### config.mk
export PLATFORM = sky130hd
export DESIGN_NAME = johnson_decoder
export DESIGN_NICKNAME = d
export VERILOG_FILES = /design/src/rtl/johnson_decoder.sv
export SDC_FILE = /design/constraint.sdc
export NUM_CORES = 1
export LEC_CHECK = 0
export ABC_AREA = 0
export BUFFER_PORTS_ARGS = -buffer_cell sky130_fd_sc_hd__clkbuf_2
export CORE_UTILIZATION = 40
export CTS_CLUSTER_SIZE = 12
export DETAILED_ROUTE_END_ITERATION = 6
export GPL_TIMING_DRIVEN = 0
export HOLD_SLACK_MARGIN = 0.12
export SKIP_CTS_REPAIR_TIMING = 1
export SLEW_MARGIN = 15
export SYNTH_ARGS = -nofsm -noshare
export SYNTH_HDL_FRONTEND = slang
export SYNTH_SLANG_ARGS = --single-unit
### constraint.sdc
create_clock -name clk -period 5.2 [get_ports clk]
set_input_delay 1.04 -clock clk [delete_from_list [all_inputs] [get_ports clk]]
set_output_delay 1.04 -clock clk [all_outputs]
set_load 0.05 [all_outputs]
### src/rtl/johnson_decoder.sv
// Johnson-code receiver: legality check, index decode, successor tracking,
// lock FSM and a saturating error counter. All outputs are registered.
module johnson_decoder #(
  parameter  int WIDTH      = 4,
  parameter  int LOCK_CNT   = 4,
  parameter  int ALLOW_HOLD = 0,
  localparam int IDX_W      = $clog2(2*WIDTH)
) (
  input  logic             clk,
  input  logic             Reset_n,
  input  logic [WIDTH-1:0] Code_in,
  input  logic             Code_valid,
  input  logic             Err_clr,
  output logic [IDX_W-1:0] Index_out,
  output logic             Index_valid,
  output logic             Code_err,
  output logic             Step_err,
  output logic             Locked,
  output logic [7:0]       Err_count
);
  localparam int         N      = 2*WIDTH;
  localparam logic [3:0] LOCK_C = 4'(LOCK_CNT);

  typedef enum logic [1:0] {UNLOCKED, ACQUIRE, LOCKED} state_t;

  state_t           state_q, state_d;
  logic [IDX_W-1:0] ref_q, ref_d;
  logic [3:0]       cnt_q, cnt_d;
  logic [IDX_W-1:0] idx_q, idx_d;
  logic             ival_d, cerr_d, serr_d;
  logic [7:0]       errc_d;

  // Adjacent-bit transitions: a Johnson code has at most one.
  logic [WIDTH-2:0] trans;
  logic             legal;
  logic [IDX_W-1:0] pop, idx, succ;
  logic [IDX_W:0]   mirror;

  assign trans  = Code_in[WIDTH-1:1] ^ Code_in[WIDTH-2:0];
  assign legal  = (trans & (trans - (WIDTH-1)'(1))) == '0;
  assign mirror = (IDX_W+1)'(N) - {1'b0, pop};
  assign idx    = Code_in[WIDTH-1] ? mirror[IDX_W-1:0] : pop;
  assign succ   = (ref_q == IDX_W'(N-1)) ? '0 : ref_q + IDX_W'(1);

  always_comb begin
    pop = '0;
    for (int i = 0; i < WIDTH; i++) pop = pop + IDX_W'(Code_in[i]);
  end

  // A valid reference exists exactly when the FSM has left UNLOCKED.
  always_comb begin
    state_d = state_q;
    ref_d   = ref_q;
    cnt_d   = cnt_q;
    idx_d   = idx_q;
    ival_d  = 1'b0;
    cerr_d  = 1'b0;
    serr_d  = 1'b0;
    if (Code_valid) begin
      if (!legal) begin
        cerr_d  = 1'b1;
        state_d = UNLOCKED;
        cnt_d   = '0;
      end else if (state_q == UNLOCKED) begin
        idx_d   = idx;
        ival_d  = 1'b1;
        ref_d   = idx;
        cnt_d   = '0;
        state_d = ACQUIRE;
      end else if (idx == succ) begin
        idx_d  = idx;
        ival_d = 1'b1;
        ref_d  = idx;
        if (cnt_q < LOCK_C) cnt_d = cnt_q + 4'd1;
        if (state_q == ACQUIRE && (cnt_q + 4'd1) == LOCK_C) state_d = LOCKED;
      end else if (ALLOW_HOLD != 0 && idx == ref_q) begin
        idx_d  = idx;
        ival_d = 1'b1;
      end else begin
        serr_d  = 1'b1;
        idx_d   = idx;
        ival_d  = 1'b1;
        ref_d   = idx;
        cnt_d   = '0;
        state_d = ACQUIRE;
      end
    end
    errc_d = Err_count;
    if (Err_clr)                                  errc_d = '0;
    else if ((cerr_d || serr_d) && Err_count != 8'hFF) errc_d = Err_count + 8'd1;
  end

  always_ff @(posedge clk or negedge Reset_n) begin
    if (!Reset_n) begin
      state_q     <= UNLOCKED;
      ref_q       <= '0;
      cnt_q       <= '0;
      idx_q       <= '0;
      Index_valid <= 1'b0;
      Code_err    <= 1'b0;
      Step_err    <= 1'b0;
      Err_count   <= '0;
    end else begin
      state_q     <= state_d;
      ref_q       <= ref_d;
      cnt_q       <= cnt_d;
      idx_q       <= idx_d;
      Index_valid <= ival_d;
      Code_err    <= cerr_d;
      Step_err    <= serr_d;
      Err_count   <= errc_d;
    end
  end

  assign Index_out = idx_q;
  assign Locked    = (state_q == LOCKED);

endmodule
==> impl_metrics.py <==
metrics = {
    "run_status": {
        "status": "finished, final reports clean",
    },
    "setup_path": {
        "r2r_cells": 8,
        "cp_top_family": "adder cells",
        "rrSetupSlack_ns": 2.85,
        "cp_slowest_stage_delay_ns": 0.47,
        "cp.arrival_ns": 3.86,
        "critPathKind": "in -> reg",
        "r2r_end": "Err_count[7]",
        "crit_fanout": 10,
        "path_cells": "clkbuf_2 > inv_1 > fa_1 > inv_1 > ha_1 > ha_1 > inv_1 > ha_1 > mux2i_1 > xnor2_2 > nor4_4 > buf_6 > nor4_2 > mux2_4",
        "start_kind": "input port",
        "path_depth": 14,
        "cp.required_ns": 5.40,
        "crit_buf_inv": 5,
        "cp_slowest_cell": "fa_1",
        "worst_setup_path_end_kind": "register",
        "r2r_start": "Index_out[0]",
    },
    "clocking": {
        "numCtsBuffers": 3,
        "tritoncts": "built",
        "htreeDepth": 1,
        "cts_root_buf": "clkbuf_4",
        "cts_buffer_depth": 2,
        "clk_pin_slew_worst_paths_ns": 0.11,
        "clock-sinks": 20,
        "worstSkewPairLatency_ns": 0.30,
    },
    "synth": {
        "netlist_instances": 129,
        "synth_area_per_cell_um2": 9.92,
        "synth_cell_types": 41,
        "yosysWarnings": 0,
        "yosysSeqAreaShare_pct": 39.1,
        "ys_seq_elements": 20,
        "yosys.area.top_type": "dfrtp_1",
        "syn_nets": 147,
        "synth_area_leaders": "dfrtp_1 (39%), ha_1 (8.8%), xnor2_1 (4.1%)",
        "synth_area_um2": 1280,
        "yosys.area.top_type_share_pct": 39.1,
    },
    "power": {
        "intPower_uw": 288,
        "power_uw": 487,
        "pwr-share-seq_pct": 39.1,
        "clkPwrFrac_pct": 18.5,
        "p_leak_uw": 0.000699,
        "peakVddDrop_uv": 139,
        "p_comb_share_pct": 42.4,
        "swShare_pct": 40.8,
        "power_density_nw_per_um2": 330,
        "switching_power_uw": 198,
    },
    "finish": {
        "n_fill_cell": 306,
        "instances_no_fill": 198,
        "layout-drive-gt1-share_pct": 23.4,
        "layout.nets": 173,
        "diodes": 0,
        "fin_util_pct": 48.4,
        "syn_to_final_growth_pct": 15.3,
        "mostFrequentLayoutCells": "clkbuf_2 (21), dfrtp_1 (20), inv_1 (13), nor2_1 (11), ha_1 (9)",
        "final_common_cell": "clkbuf_2",
    },
    "min_path": {
        "hold_depth": 2,
        "hp-class": "reg -> reg",
        "min_to": "Index_out[1]",
        "min_from": "Index_out[1]",
    },
    "floorplan": {
        "die_h_um": 58.6,
        "core_um2": 3050,
        "fp.dieW_um": 58.6,
        "die_area_um2": 3430,
        "io-pin-count": 23,
        "initial_core_util_pct": 41.9,
        "num_rows": 20,
    },
    "sta": {
        "fin_crit_ns": 3.66,
        "setup_viol": 0,
        "worst_pin_slew_ns": 0.590,
        "fin_skew_ns": 0.000914,
        "hold_viol_final": 0,
        "tns_ns": 0,
        "period_share_pct": 70.4,
        "holdWs_ns": 0.526,
        "max_freq_mhz": 273,
        "maxSlewViolCount": 0,
        "rsz0062_at_grt": "false",
        "max-slew-margin-rel_pct": 60.3,
    },
    "global_routing": {
        "antenna_found_initial": 0,
        "grt_first_pass_wirelength_mm": 4.33,
        "grt_max_degree": 21,
        "grt_pass1_vias": 1005,
        "overflow": 0,
        "gr-usage-all-layers_pct": 16.4,
    },
    "place": {
        "dp_hpwl_mm": 1.93,
        "gp_congestion": 0.778,
        "dp_cells": 194,
        "port_buffers": 21,
    },
    "route": {
        "viasPerCell": 5.17,
        "wl_mm": 2.47,
        "vias": 1024,
        "wire_per_inst_um": 12.5,
        "drtIter0Drc": 15,
        "drtPass1Iterations": 4,
        "drc_errors": 0,
        "ant_nets": 0,
    },
    "run": {
        "cap_violations": 0,
    },
}
## cell usage after synthesis
| cell type | number |
|---|---|
| dfrtp_1 | 20 |
| inv_1 | 13 |
| nor2_1 | 11 |
| ha_1 | 9 |
| nand3_1 | 7 |
| a21oi_1 | 6 |
| nand2_1 | 6 |
| o21ai_0 | 6 |
| xnor2_1 | 6 |
| nor2b_1 | 4 |
| o31ai_1 | 3 |
| or4_1 | 3 |
| a21boi_0 | 2 |
| clkbuf_1 | 2 |
| mux2_4 | 2 |
| mux2i_1 | 2 |
| nor4_2 | 2 |
| o21ai_1 | 2 |
| a21o_1 | 1 |
| a31oi_1 | 1 |
| a41oi_1 | 1 |
| and3_1 | 1 |
| and3b_1 | 1 |
| buf_2 | 1 |
| buf_6 | 1 |
| fa_1 | 1 |
| mux2_1 | 1 |
| nand4_1 | 1 |
| nor2b_2 | 1 |
| nor4_1 | 1 |
| nor4_4 | 1 |
| o211ai_1 | 1 |
| o221a_4 | 1 |
| o221ai_1 | 1 |
| o32a_1 | 1 |
| o41ai_1 | 1 |
| or2_1 | 1 |
| or3_1 | 1 |
| or3b_1 | 1 |
| or3b_2 | 1 |
| xnor2_2 | 1 |
## worst min-delay path: cells and delay by family (launching register included)
family             cells  cell delay, ns
DFF                    1            0.38
AOI/OAI and AO/OA      1            0.06
and+or+nand+nor        1            0.05
## sequential cells by signal, summed over array words and instances, names as in the netlist
| name | cells |
|---|---|
| cnt_q | 4 |
| Err_count | 8 |
| Step_err | 1 |
| Code_err | 1 |
| state_q | 2 |
| Index_valid | 1 |
| Index_out | 3 |
## worst max path at each step
| stage | start | endpoint | slack [ns] |
|---|---|---|---|
| after detailed placement | Code_in[3] | Err_count[7] | 1.20 |
| final | Code_in[3] | Err_count[7] | 1.54 |
| after floorplan | Code_in[0] | Err_count[7] | 1.52 |
| after global routing | Code_in[3] | cnt_q[1] | 1.35 |
| after global placement | Code_in[1] | Err_count[7] | 1.22 |
| after CTS | Code_in[3] | Err_count[7] | 1.53 |
## routing by layer
layer / GRT usage [%] / wire, um / vias up
met5: 0 / 0 / -
met3: 2.20 / 54 / 2
met2: 26.9 / 1240 / 13
met1: 21.7 / 1150 / 499
met4: 7.14 / 23 / 0
li1: - / - / 510
## cell type report
type	instances	area [um2]	area share, %
multi-input cells	92	707	47.9
flip-flops and latches	20	500	33.9
plain buffers	4	23.8	1.61
inverters	13	48.8	3.31
repair buffers	21	105	7.12
well taps	44	55.1	3.73
clock buffers	4	36.3	2.46
## stage by stage
| step | setup WS [ns] | instance area, um2 |
|---|---|---|
| finish | 1.54 | 1480 |
| global route | 1.35 | 1480 |
| CTS | 1.53 | 1480 |
| detailed placement | 1.20 | 1440 |
| global placement | 1.22 | 1440 |
| floorplan | 1.52 | 1280 |
## cells by family (layout without fill, tap and decap cells)
kind of cell	count (synthesis)	count (layout)	synth area share, %
AOI/OAI and AO/OA	27	27	14.5
xor gates and xnor gates	7	7	5.38
adders and majority gates	10	10	10.4
buffers and inverters	17	42	5.67
DFF	20	20	39.1
muxes	5	5	4.79
and+or+nand+nor	43	43	20.2
## power groups by stage
stage	Clock, uW	Combinational [uW]	Sequential, uW
after floorplan	0	123	234
after global placement	0	204	192
after detailed placement	0	208	194
after CTS	93.5	209	191
after global routing	99.5	229	194
final	89.9	206	191
No activity file was read; power rests on OpenSTA's default activity.
